==> src/rtl/imem_loader_pkg.sv <==
// Shared definitions for the instruction-memory boot loader: FSM encoding,
// stream framing constants and the word-to-byte address helper.
package imem_loader_pkg;

    typedef enum logic [2:0] {
        S_IDLE   = 3'd0,
        S_LEN_LO = 3'd1,
        S_LEN_HI = 3'd2,
        S_DATA   = 3'd3,
        S_CHECK  = 3'd4,
        S_DONE   = 3'd5,
        S_ERR    = 3'd6
    } state_e;

    localparam int HDR_BYTES  = 2;
    localparam int WORD_BYTES = 4;

    // Instruction memory is word-organised but the write port takes byte addresses.
    function automatic logic [31:0] word_to_byte_addr(input logic [31:0] word_idx);
        return {word_idx[29:0], 2'b00};
    endfunction

endpackage

==> src/rtl/imem_loader_if.sv <==
// Byte-stream input, instruction-memory write port and loader status grouped
// as one bundle; the loader is the slave side, the host/memory the master.
interface imem_loader_if;
    logic        start;
    logic [7:0]  rx_data;
    logic        rx_valid;
    logic        rx_ready;
    logic        we;
    logic [31:0] wa;
    logic [31:0] wd;
    logic        cpu_hold;
    logic        done;
    logic        err;

    modport master (
        output start, rx_data, rx_valid,
        input  rx_ready, we, wa, wd, cpu_hold, done, err
    );

    modport slave (
        input  start, rx_data, rx_valid,
        output rx_ready, we, wa, wd, cpu_hold, done, err
    );
endinterface

==> src/rtl/imem_word_packer.sv <==
// Assembles little-endian payload bytes into 32-bit words and keeps the
// 8-bit running checksum of every payload byte since the last clear.
module imem_word_packer
    import imem_loader_pkg::*;
(
    input  logic        clk,
    input  logic        reset,
    input  logic        clear_i,
    input  logic        byte_valid_i,
    input  logic [7:0]  byte_i,
    output logic        word_ready_o,
    output logic [31:0] word_o,
    output logic [7:0]  sum_o
);

    // Only the first three bytes need storing; the fourth completes the word directly.
    logic [23:0] shift_q, shift_d;
    logic [1:0]  byte_idx_q, byte_idx_d;
    logic [7:0]  sum_q, sum_d;

    always_ff @(posedge clk) begin
        if (reset) begin
            shift_q    <= '0;
            byte_idx_q <= '0;
            sum_q      <= '0;
        end else begin
            shift_q    <= shift_d;
            byte_idx_q <= byte_idx_d;
            sum_q      <= sum_d;
        end
    end

    always_comb begin
        shift_d      = shift_q;
        byte_idx_d   = byte_idx_q;
        sum_d        = sum_q;
        word_ready_o = 1'b0;
        if (clear_i) begin
            shift_d    = '0;
            byte_idx_d = '0;
            sum_d      = '0;
        end else if (byte_valid_i) begin
            shift_d      = {byte_i, shift_q[23:8]};
            byte_idx_d   = byte_idx_q + 2'd1;
            sum_d        = sum_q + byte_i;
            word_ready_o = (byte_idx_q == 2'(WORD_BYTES - 1));
        end
    end

    assign word_o = {byte_i, shift_q};
    assign sum_o  = sum_q;

endmodule

==> src/rtl/imem_loader.sv <==
// Boot loader: parses a length-prefixed, checksummed byte stream and writes
// the assembled words into instruction memory while holding the core in reset.
module imem_loader
    import imem_loader_pkg::*;
#(
    parameter int ADDR_W    = 10,
    parameter int BASE_WORD = 0
) (
    input  logic         clk,
    input  logic         reset,
    imem_loader_if.slave bus
);

    // 17-bit so that BASE_WORD + a full 16-bit count can never wrap in the size test.
    localparam logic [16:0] MEM_WORDS = 17'(1 << ADDR_W);
    localparam logic [16:0] BASE_W17  = 17'(BASE_WORD);

    state_e      state_q, state_d;
    logic [15:0] count_q, count_d;
    logic [15:0] word_idx_q, word_idx_d;
    logic        we_q, we_d;
    logic [31:0] wa_q, wa_d;
    logic [31:0] wd_q, wd_d;
    logic        cpu_hold_q, cpu_hold_d;
    logic        done_q, done_d;
    logic        err_q, err_d;

    logic        rx_ready;
    logic        accept;
    logic        pack_clear;
    logic        pack_valid;
    logic        word_ready;
    logic [31:0] word;
    logic [7:0]  sum;
    logic [15:0] full_count;

    assign rx_ready   = (state_q == S_LEN_LO) || (state_q == S_LEN_HI) ||
                        (state_q == S_DATA)   || (state_q == S_CHECK);
    assign accept     = bus.rx_valid && rx_ready;
    assign pack_clear = bus.start && ((state_q == S_IDLE) || (state_q == S_DONE) ||
                                      (state_q == S_ERR));
    assign pack_valid = accept && (state_q == S_DATA);
    assign full_count = {bus.rx_data, count_q[7:0]};

    imem_word_packer u_packer (
        .clk          (clk),
        .reset        (reset),
        .clear_i      (pack_clear),
        .byte_valid_i (pack_valid),
        .byte_i       (bus.rx_data),
        .word_ready_o (word_ready),
        .word_o       (word),
        .sum_o        (sum)
    );

    always_ff @(posedge clk) begin
        if (reset) begin
            state_q    <= S_IDLE;
            count_q    <= '0;
            word_idx_q <= '0;
            we_q       <= 1'b0;
            wa_q       <= '0;
            wd_q       <= '0;
            cpu_hold_q <= 1'b0;
            done_q     <= 1'b0;
            err_q      <= 1'b0;
        end else begin
            state_q    <= state_d;
            count_q    <= count_d;
            word_idx_q <= word_idx_d;
            we_q       <= we_d;
            wa_q       <= wa_d;
            wd_q       <= wd_d;
            cpu_hold_q <= cpu_hold_d;
            done_q     <= done_d;
            err_q      <= err_d;
        end
    end

    always_comb begin
        state_d    = state_q;
        count_d    = count_q;
        word_idx_d = word_idx_q;
        we_d       = 1'b0;
        wa_d       = wa_q;
        wd_d       = wd_q;
        cpu_hold_d = cpu_hold_q;
        done_d     = done_q;
        err_d      = err_q;
        case (state_q)
            S_IDLE, S_DONE, S_ERR: begin
                if (bus.start) begin
                    state_d    = S_LEN_LO;
                    cpu_hold_d = 1'b1;
                    done_d     = 1'b0;
                    err_d      = 1'b0;
                    word_idx_d = '0;
                end
            end
            S_LEN_LO: begin
                if (accept) begin
                    count_d[7:0] = bus.rx_data;
                    state_d      = S_LEN_HI;
                end
            end
            S_LEN_HI: begin
                if (accept) begin
                    count_d = full_count;
                    if ((BASE_W17 + {1'b0, full_count}) > MEM_WORDS) begin
                        state_d    = S_ERR;
                        err_d      = 1'b1;
                        cpu_hold_d = 1'b0;
                    end else if (full_count == 16'd0) begin
                        state_d = S_CHECK;
                    end else begin
                        state_d = S_DATA;
                    end
                end
            end
            S_DATA: begin
                // The write is launched from the accept of a word's last byte.
                if (word_ready) begin
                    we_d       = 1'b1;
                    wa_d       = word_to_byte_addr(32'(BASE_WORD) + {16'd0, word_idx_q});
                    wd_d       = word;
                    word_idx_d = word_idx_q + 16'd1;
                    if ((word_idx_q + 16'd1) == count_q) begin
                        state_d = S_CHECK;
                    end
                end
            end
            S_CHECK: begin
                if (accept) begin
                    cpu_hold_d = 1'b0;
                    if (bus.rx_data == sum) begin
                        state_d = S_DONE;
                        done_d  = 1'b1;
                    end else begin
                        state_d = S_ERR;
                        err_d   = 1'b1;
                    end
                end
            end
            default: state_d = S_IDLE;
        endcase
    end

    assign bus.rx_ready = rx_ready;
    assign bus.we       = we_q;
    assign bus.wa       = wa_q;
    assign bus.wd       = wd_q;
    assign bus.cpu_hold = cpu_hold_q;
    assign bus.done     = done_q;
    assign bus.err      = err_q;

endmodule

==> src/flat_wrapper.sv <==
// flat-port wrapper written by rule: the top's interface ports become plain ports
module imem_loader_flat import imem_loader_pkg::*;
#(
    parameter int ADDR_W    = 10,
    parameter int BASE_WORD = 0
)
  (clk, reset, bus_start, bus_rx_data, bus_rx_valid, bus_rx_ready, bus_we, bus_wa, bus_wd, bus_cpu_hold, bus_done, bus_err);
  imem_loader_if bus_i ();
  input  logic clk;
  input  logic reset;
  input wire logic [$bits(bus_i.start)-1:0] bus_start;
  input wire logic [$bits(bus_i.rx_data)-1:0] bus_rx_data;
  input wire logic [$bits(bus_i.rx_valid)-1:0] bus_rx_valid;
  output wire logic [$bits(bus_i.rx_ready)-1:0] bus_rx_ready;
  output wire logic [$bits(bus_i.we)-1:0] bus_we;
  output wire logic [$bits(bus_i.wa)-1:0] bus_wa;
  output wire logic [$bits(bus_i.wd)-1:0] bus_wd;
  output wire logic [$bits(bus_i.cpu_hold)-1:0] bus_cpu_hold;
  output wire logic [$bits(bus_i.done)-1:0] bus_done;
  output wire logic [$bits(bus_i.err)-1:0] bus_err;
  assign bus_i.start = bus_start;
  assign bus_i.rx_data = bus_rx_data;
  assign bus_i.rx_valid = bus_rx_valid;
  assign bus_rx_ready = bus_i.rx_ready;
  assign bus_we = bus_i.we;
  assign bus_wa = bus_i.wa;
  assign bus_wd = bus_i.wd;
  assign bus_cpu_hold = bus_i.cpu_hold;
  assign bus_done = bus_i.done;
  assign bus_err = bus_i.err;
  imem_loader #(.ADDR_W(ADDR_W), .BASE_WORD(BASE_WORD)) u_core (.clk(clk), .reset(reset), .bus(bus_i));
endmodule
==> config.mk <==
export PLATFORM = sky130hd
export DESIGN_NAME = imem_loader_flat
export DESIGN_NICKNAME = d
export VERILOG_FILES = /design/src/rtl/imem_loader_pkg.sv /design/src/rtl/imem_loader_if.sv /design/src/rtl/imem_word_packer.sv /design/src/rtl/imem_loader.sv /design/src/flat_wrapper.sv
export SDC_FILE = /design/constraint.sdc
export NUM_CORES = 1
export LEC_CHECK = 0
export CORE_MARGIN = 2
export CORE_UTILIZATION = 45
export DETAILED_ROUTE_END_ITERATION = 16
export PLACE_DENSITY_LB_ADDON = 0.2
export SLEW_MARGIN = 20
export SYNTH_ARGS = -nofsm -noshare
export SYNTH_HDL_FRONTEND = slang
export SYNTH_HIERARCHICAL = 1
export SYNTH_SLANG_ARGS = --single-unit
==> constraint.sdc <==
create_clock -name clk -period 3.9 [get_ports clk]
set_clock_uncertainty 0.1 [all_clocks]
set_input_delay 0.78 -clock clk [delete_from_list [all_inputs] [get_ports clk]]
set_output_delay 0.78 -clock clk [all_outputs]
set_load 0.05 [all_outputs]
==> summary.md, run 1 <==
| Metric | Value |
|---|---|
| Die height | 117 um |
| Max Cap Viol | 0 |
| Lkg Pwr | 0.00237 uW |
| Via count | 4939 |
| Peak supply drop | 308 uV |
| GRT Residual Overflow | 0 |
| H-tree Lvls | 4 |
| Startpoint class of the critical path | register |
| Starting Density | 45.9% |
| Synth top area cells | dfxtp_1 (42%), mux2i_1 (8.1%), nand2_1 (7.5%) |
| Worst setup path start | u_core/state_q[2] |
| Synth top area share | 42.0% |
| Root Driver | clkbuf_16 |
| Antenna viol nets, final | 0 |
| Antenna violations before repair | 0 |
| Hold_buf cts | 0 |
| Layout cells sized above 1 | 7.68% |
| Count leader, synth | dfxtp_1 |
| Synthesized netlist cell count | 700 |
| Yosys warns | 6 |
| IO Pins | 81 |
| Final nets | 764 |
| First-pass GRT wire length | 23.0 mm |
| Ys async rst share | 0% |
| Hold Crit Class | register to register |
| Final worst slack | 0.325 ns |
| Largest net degree at the start of global routing | 88 |
| TritonCTS clock tree | built |
| CTS Buf Count | 17 |
| Resize count post-CTS | 0 |
| Period utilisation layout | 91.7% |
| Die area | 0.0138 mm^2 |
| Critical path's top delay family | simple AND/OR/NAND/NOR gates |
| Ant. Diodes | 0 |
| Postcts setup bufs | 0 |
| RSZ-0062 raised after global routing | false |
| Area Overhead vs Synth | 20.8% |
| Core area | 0.0126 mm^2 |
| Worst slew pin tran | 0.938 ns |
| Crit Path Max Fanout | 12 |
| Total GRT Usage | 21.7% |
| Clk_lat worst skew | 0.41 ns |
| Setup TNS | 0 ns |
| Slew HR | 37.5% |
| Worst-path clk slew | 0.05 ns |
| Max incr delay on CP | 0.58 ns |
| DRC violations left | 0 |
| Post-synth cell types | 66 |
| DRT Pass-1 Iters | 5 |
| Vias per cell | 5.33 |
| Critical Path, Cell by Cell | nor2b_1 -> nor3_1 -> o21ai_0 -> inv_1 -> nor3b_1 -> inv_1 -> a222oi_1 -> o2111ai_1 -> nor4_1 -> nand4_1 -> a22oi_1 -> nor3_1 |
| Critical R2R Launch | u_core/state_q[2] |
| Cell area after synthesis | 0.00577 mm^2 |
| Drt total wl | 14.2 mm |
| Slowest stage cell, crit path | dfxtp_1 |
| Most frequent cells after synthesis | dfxtp_1 (121), nand2_1 (116), nor2_1 (82) |
| Yosys top cell by area | dfxtp_1 |
| Drt first-iter violations | 268 |
| Number of global-route vias before repair | 4689 |
| Count of pins over their slew limit | 0 |
| Register bit total from synthesis | 121 |
| DR WL/cell | 15.3 um |
| IO buf count | 64 |
| GPL Wtd Cong | 0.854 |
| Clock sinks | 121 |
| Status | finished clean |
| Worst hold start | u_core/bus.wd[30] |
| EDFF count, synth | 0 |
| Pwr dens | 502 mW/mm^2 |
| Die width | 117 um |
| Final count of negative-setup-slack endpoints | 0 |
| Average cell area after synthesis | 8.25 um^2 |
| Dpl ws | 0.0393 ns |
| Row count | 41 |
| Synth Flop Type | dfxtp_1 |
| Tmin final | 3.58 ns |
| Final Hold Fails | 0 |
| Crit path DAT | 3.74 ns |
| CP endpoint kind | register |
| Seq/Total Area, Yosys | 42.0% |
| WP data required | 4.06 ns |
| Critical path buffers and inverters | 2 |
| Max Fclk | 0.280 GHz |
| CTS Buffer Depth | 2 |
| HPWL after DPL | 9.47 mm |
| Kind of critical path | register to register |
state kept, by name (all words and copies together), names as in the netlist:
name / count
u_core/count_q: 16
u_core/state_q: 3
u_core/u_packer/byte_idx_q: 2
u_core/word_idx_q: 16
u_core/u_packer/shift_q: 24
u_core/bus.wd: 32
u_core/u_packer/sum_o: 8
u_core/bus.wa: 16
u_core/bus.done: 1
u_core/bus.cpu_hold: 1
u_core/bus.we: 1
u_core/bus.err: 1
cell type report:
class	instances	area, um^2
clock buffer	18	439
inverter	8	30.0
tap	172	215
multi-input combinational	517	3010
timing repair buffer	77	733
clock inverter	14	123
sequential	121	2420
fill	1173	5600
layout by cell type (no fill, tap or decap), drive strengths merged, types with 13 or more instances in the layout:
master	n
a21oi	78
buf	14
clkbuf	18
clkdlybuf4s50	63
conb	16
dfxtp	121
mux2i	47
nand2	117
nor2	82
nor3	13
o21ai	17
xnor2	21
report_power, final:
group	switching (uW)	leakage (uW)	internal, uW	total (uW)
registers	67.5	0.000976	1280	1350
clock network	586	0.000265	893	1480
logic	428	0.00113	243	672
per-stage QoR:
stage	instances	power [uW]	utilization [%]	instance area (um^2)	hold WS [ns]
2_1_floorplan	715	1870	-	5830	0.331
3_3_place_gp	895	2030	51.0	6410	0.341
3_5_place_dp	895	2040	51.0	6410	0.347
4_1_cts	927	3520	55.5	6970	0.355
5_1_grt	927	3650	55.5	6970	0.366
6_report	927	3500	55.5	6970	0.350
path summary, 6_finish.rpt:
kind	to	slack, ns	cells past startpoint
hold reg to reg	u_core/bus.wd[30]	0.35	2
setup / recovery	u_core/state_q[0]	0.32	12
setup reg to reg	u_core/state_q[0]	0.32	12
hold / removal	u_core/bus.wd[30]	0.35	2
worst reg2reg max path, cell delays in order (launching register included):
cell	delay, ns
dfxtp_1	0.58
nor2b_1	0.29
nor3_1	0.08
o21ai_0	0.23
inv_1	0.09
nor3b_1	0.30
inv_1	0.15
a222oi_1	0.58
o2111ai_1	0.19
nor4_1	0.30
nand4_1	0.22
a22oi_1	0.25
nor3_1	0.07
cell families (layout without fill, tap and decap cells):
logic type      Yosys count  after routing  share of synthesized area [%]
mux                      48             48                           8.34
other cells               1             16                         0.0650
buf+inv                  77            117                           7.07
flops                   121            121                           42.0
compound gates          134            134                           13.7
simple gates            277            277                           21.7
xor+xnor                 32             32                           4.85
fa+ha+maj                10             10                           2.30
per-layer routing:
layer  vias to the layer above  GRT usage (%)  share of wire, %
li1                       2455              -                 -
met1                      2331           27.0                46
met2                       129           36.4                48
met3                        24           5.41               5.0
met4                         0           8.31               1.8
met5                         -              0                 0
No activity file was read; power rests on OpenSTA's default activity.
==> inputs of run 2 (changes only) <==
Settings changed: GPL_TIMING_DRIVEN set to 0.
==> summary.md, run 2 (synthesized netlist as in run 1, its figures left out) <==
| Metric | Value |
|---|---|
| Status | finished clean |
| IO buf count | 64 |
| Antenna violations before repair | 0 |
| Setup TNS | 0 ns |
| Hold Crit Class | register to register |
| RSZ-0062 raised after global routing | false |
| IO Pins | 81 |
| Worst slew pin tran | 0.888 ns |
| Max Fclk | 0.270 GHz |
| Final Hold Fails | 0 |
| Max FFs per register | 32 |
| GPL Wtd Cong | 0.881 |
| Lkg Pwr | 0.00260 uW |
| Via count | 5247 |
| Critical R2R Launch | u_core/state_q[1] |
| DRC violations left | 0 |
| Drt first-iter violations | 270 |
| Final nets | 823 |
| Drt total wl | 15.6 mm |
| TritonCTS clock tree | built |
| HPWL after DPL | 11.1 mm |
| Placed cells | 951 |
| Ant. Diodes | 0 |
| Number of global-route vias before repair | 5158 |
| Worst setup path start | bus_rx_valid |
| Startpoint class of the critical path | input pin |
| Root Driver | clkbuf_16 |
| Layout cells sized above 1 | 10.3% |
| First-pass GRT wire length | 25.1 mm |
| Tmin final | 3.70 ns |
| Clk_lat worst skew | 0.42 ns |
| GRT Residual Overflow | 0 |
| Die area | 0.0138 mm^2 |
| Die height | 117 um |
| Fill count | 1200 |
| Vias per cell | 5.33 |
| Final count of negative-setup-slack endpoints | 0 |
| Peak supply drop | 265 uV |
| Crit path DAT | 3.87 ns |
| Antenna viol nets, final | 0 |
| Commonest non-fill, non-tap cell in the layout | dfxtp_1 |
| Core area | 0.0126 mm^2 |
| Pwr dens | 508 mW/mm^2 |
| Row count | 41 |
| Worst-path clk slew | 0.05 ns |
| Count of pins over their slew limit | 0 |
| CTS Buffer Depth | 2 |
| Clock sinks | 121 |
| CTS Buf Count | 17 |
| Die width | 117 um |
| Design Power | 3730 uW |
| Worst hold start | u_core/bus.wa[10] |
| Kind of critical path | input pin to register |
| Most frequent cells in the layout | dfxtp_1 (121), nand2_1 (116), nor2_1 (82), a21oi_1 (78), clkdlybuf4s50_1 (64) |
| Starting Density | 45.9% |
| WP data required | 4.07 ns |
| Period utilisation layout | 94.9% |
| DR WL/cell | 15.8 um |
| Total GRT Usage | 23.8% |
| Slew HR | 40.6% |
| Area Overhead vs Synth | 27.3% |
| Post-Layout Cell Count | 985 |
| Hold_buf cts | 0 |
| R2r setup slk | 0.22 ns |
| Largest net degree at the start of global routing | 17 |
| Crit Path Max Fanout | 10 |
| H-tree Lvls | 4 |
| CP endpoint kind | register |
| Max Cap Viol | 0 |
| DRT Pass-1 Iters | 5 |
==> run 2: report_power, final <==
group / switching (uW) / internal (uW)
logic: 475 / 273
registers: 41.4 / 1280
clock network: 590 / 1070
==> run 2: repair_timing <==
item | 4_1_cts | 5_1_grt
setup endpoints to repair | 3 | 33
resized for setup | 1 | 4
pin swaps | 1 | 2
buffers inserted | 1 | 2
==> run 2: path summary, 6_finish.rpt <==
| path | endpoint | cells past startpoint |
|---|---|---|
| max | u_core/state_q[0] | 13 |
| max reg2reg | u_core/state_q[0] | 14 |
| min reg2reg | u_core/bus.wa[10] | 2 |
| min | u_core/bus.wa[10] | 2 |
==> run 2: metrics by stage <==
stage	utilization [%]	hold WS, ns	worst slack [ns]	instance area, um^2
final	58.5	0.351	0.199	7350
after global routing	58.5	0.378	0.00532	7350
after CTS	58.2	0.354	0.0369	7320
after detailed placement	53.2	0.346	-0.681	6690
after global placement	53.2	0.342	-0.648	6690
after floorplan	-	0.331	0.869	5830
==> run 2: critical path: stages <==
cell and delay [ns]:
clkdlybuf4s50_1 0.58, and2_1 0.23, clkbuf_4 0.23, clkinvlp_4 0.14, nor3b_4 0.23, inv_1 0.10
a222oi_1 0.35, buf_4 0.20, o2111ai_1 0.11, nor4_1 0.30, nand4_1 0.25, a22oi_1 0.30
nor3_1 0.08
==> run 2: per-layer routing <==
layer  vias to the layer above  track usage (%)  routed length, um
li1                       2578                -                  -
met1                      2473             28.8               6650
met2                       175             41.5               7810
met3                        21             4.84                850
met4                         0             9.49                267
met5                         -                0                  0
==> run 2: layout make-up <==
type                            count  area (um^2)  share of cell area (%)
Buffer                             69          380                    5.18
Clock buffer                       18          429                    5.84
Clock inverter                     13          195                    2.66
Inverter                            8         33.8                   0.460
Multi-Input combinational cell    517         3010                    41.0
Sequential cell                   121         2420                    33.0
Tap cell                          172          215                    2.93
Timing Repair Buffer               67          663                    9.02
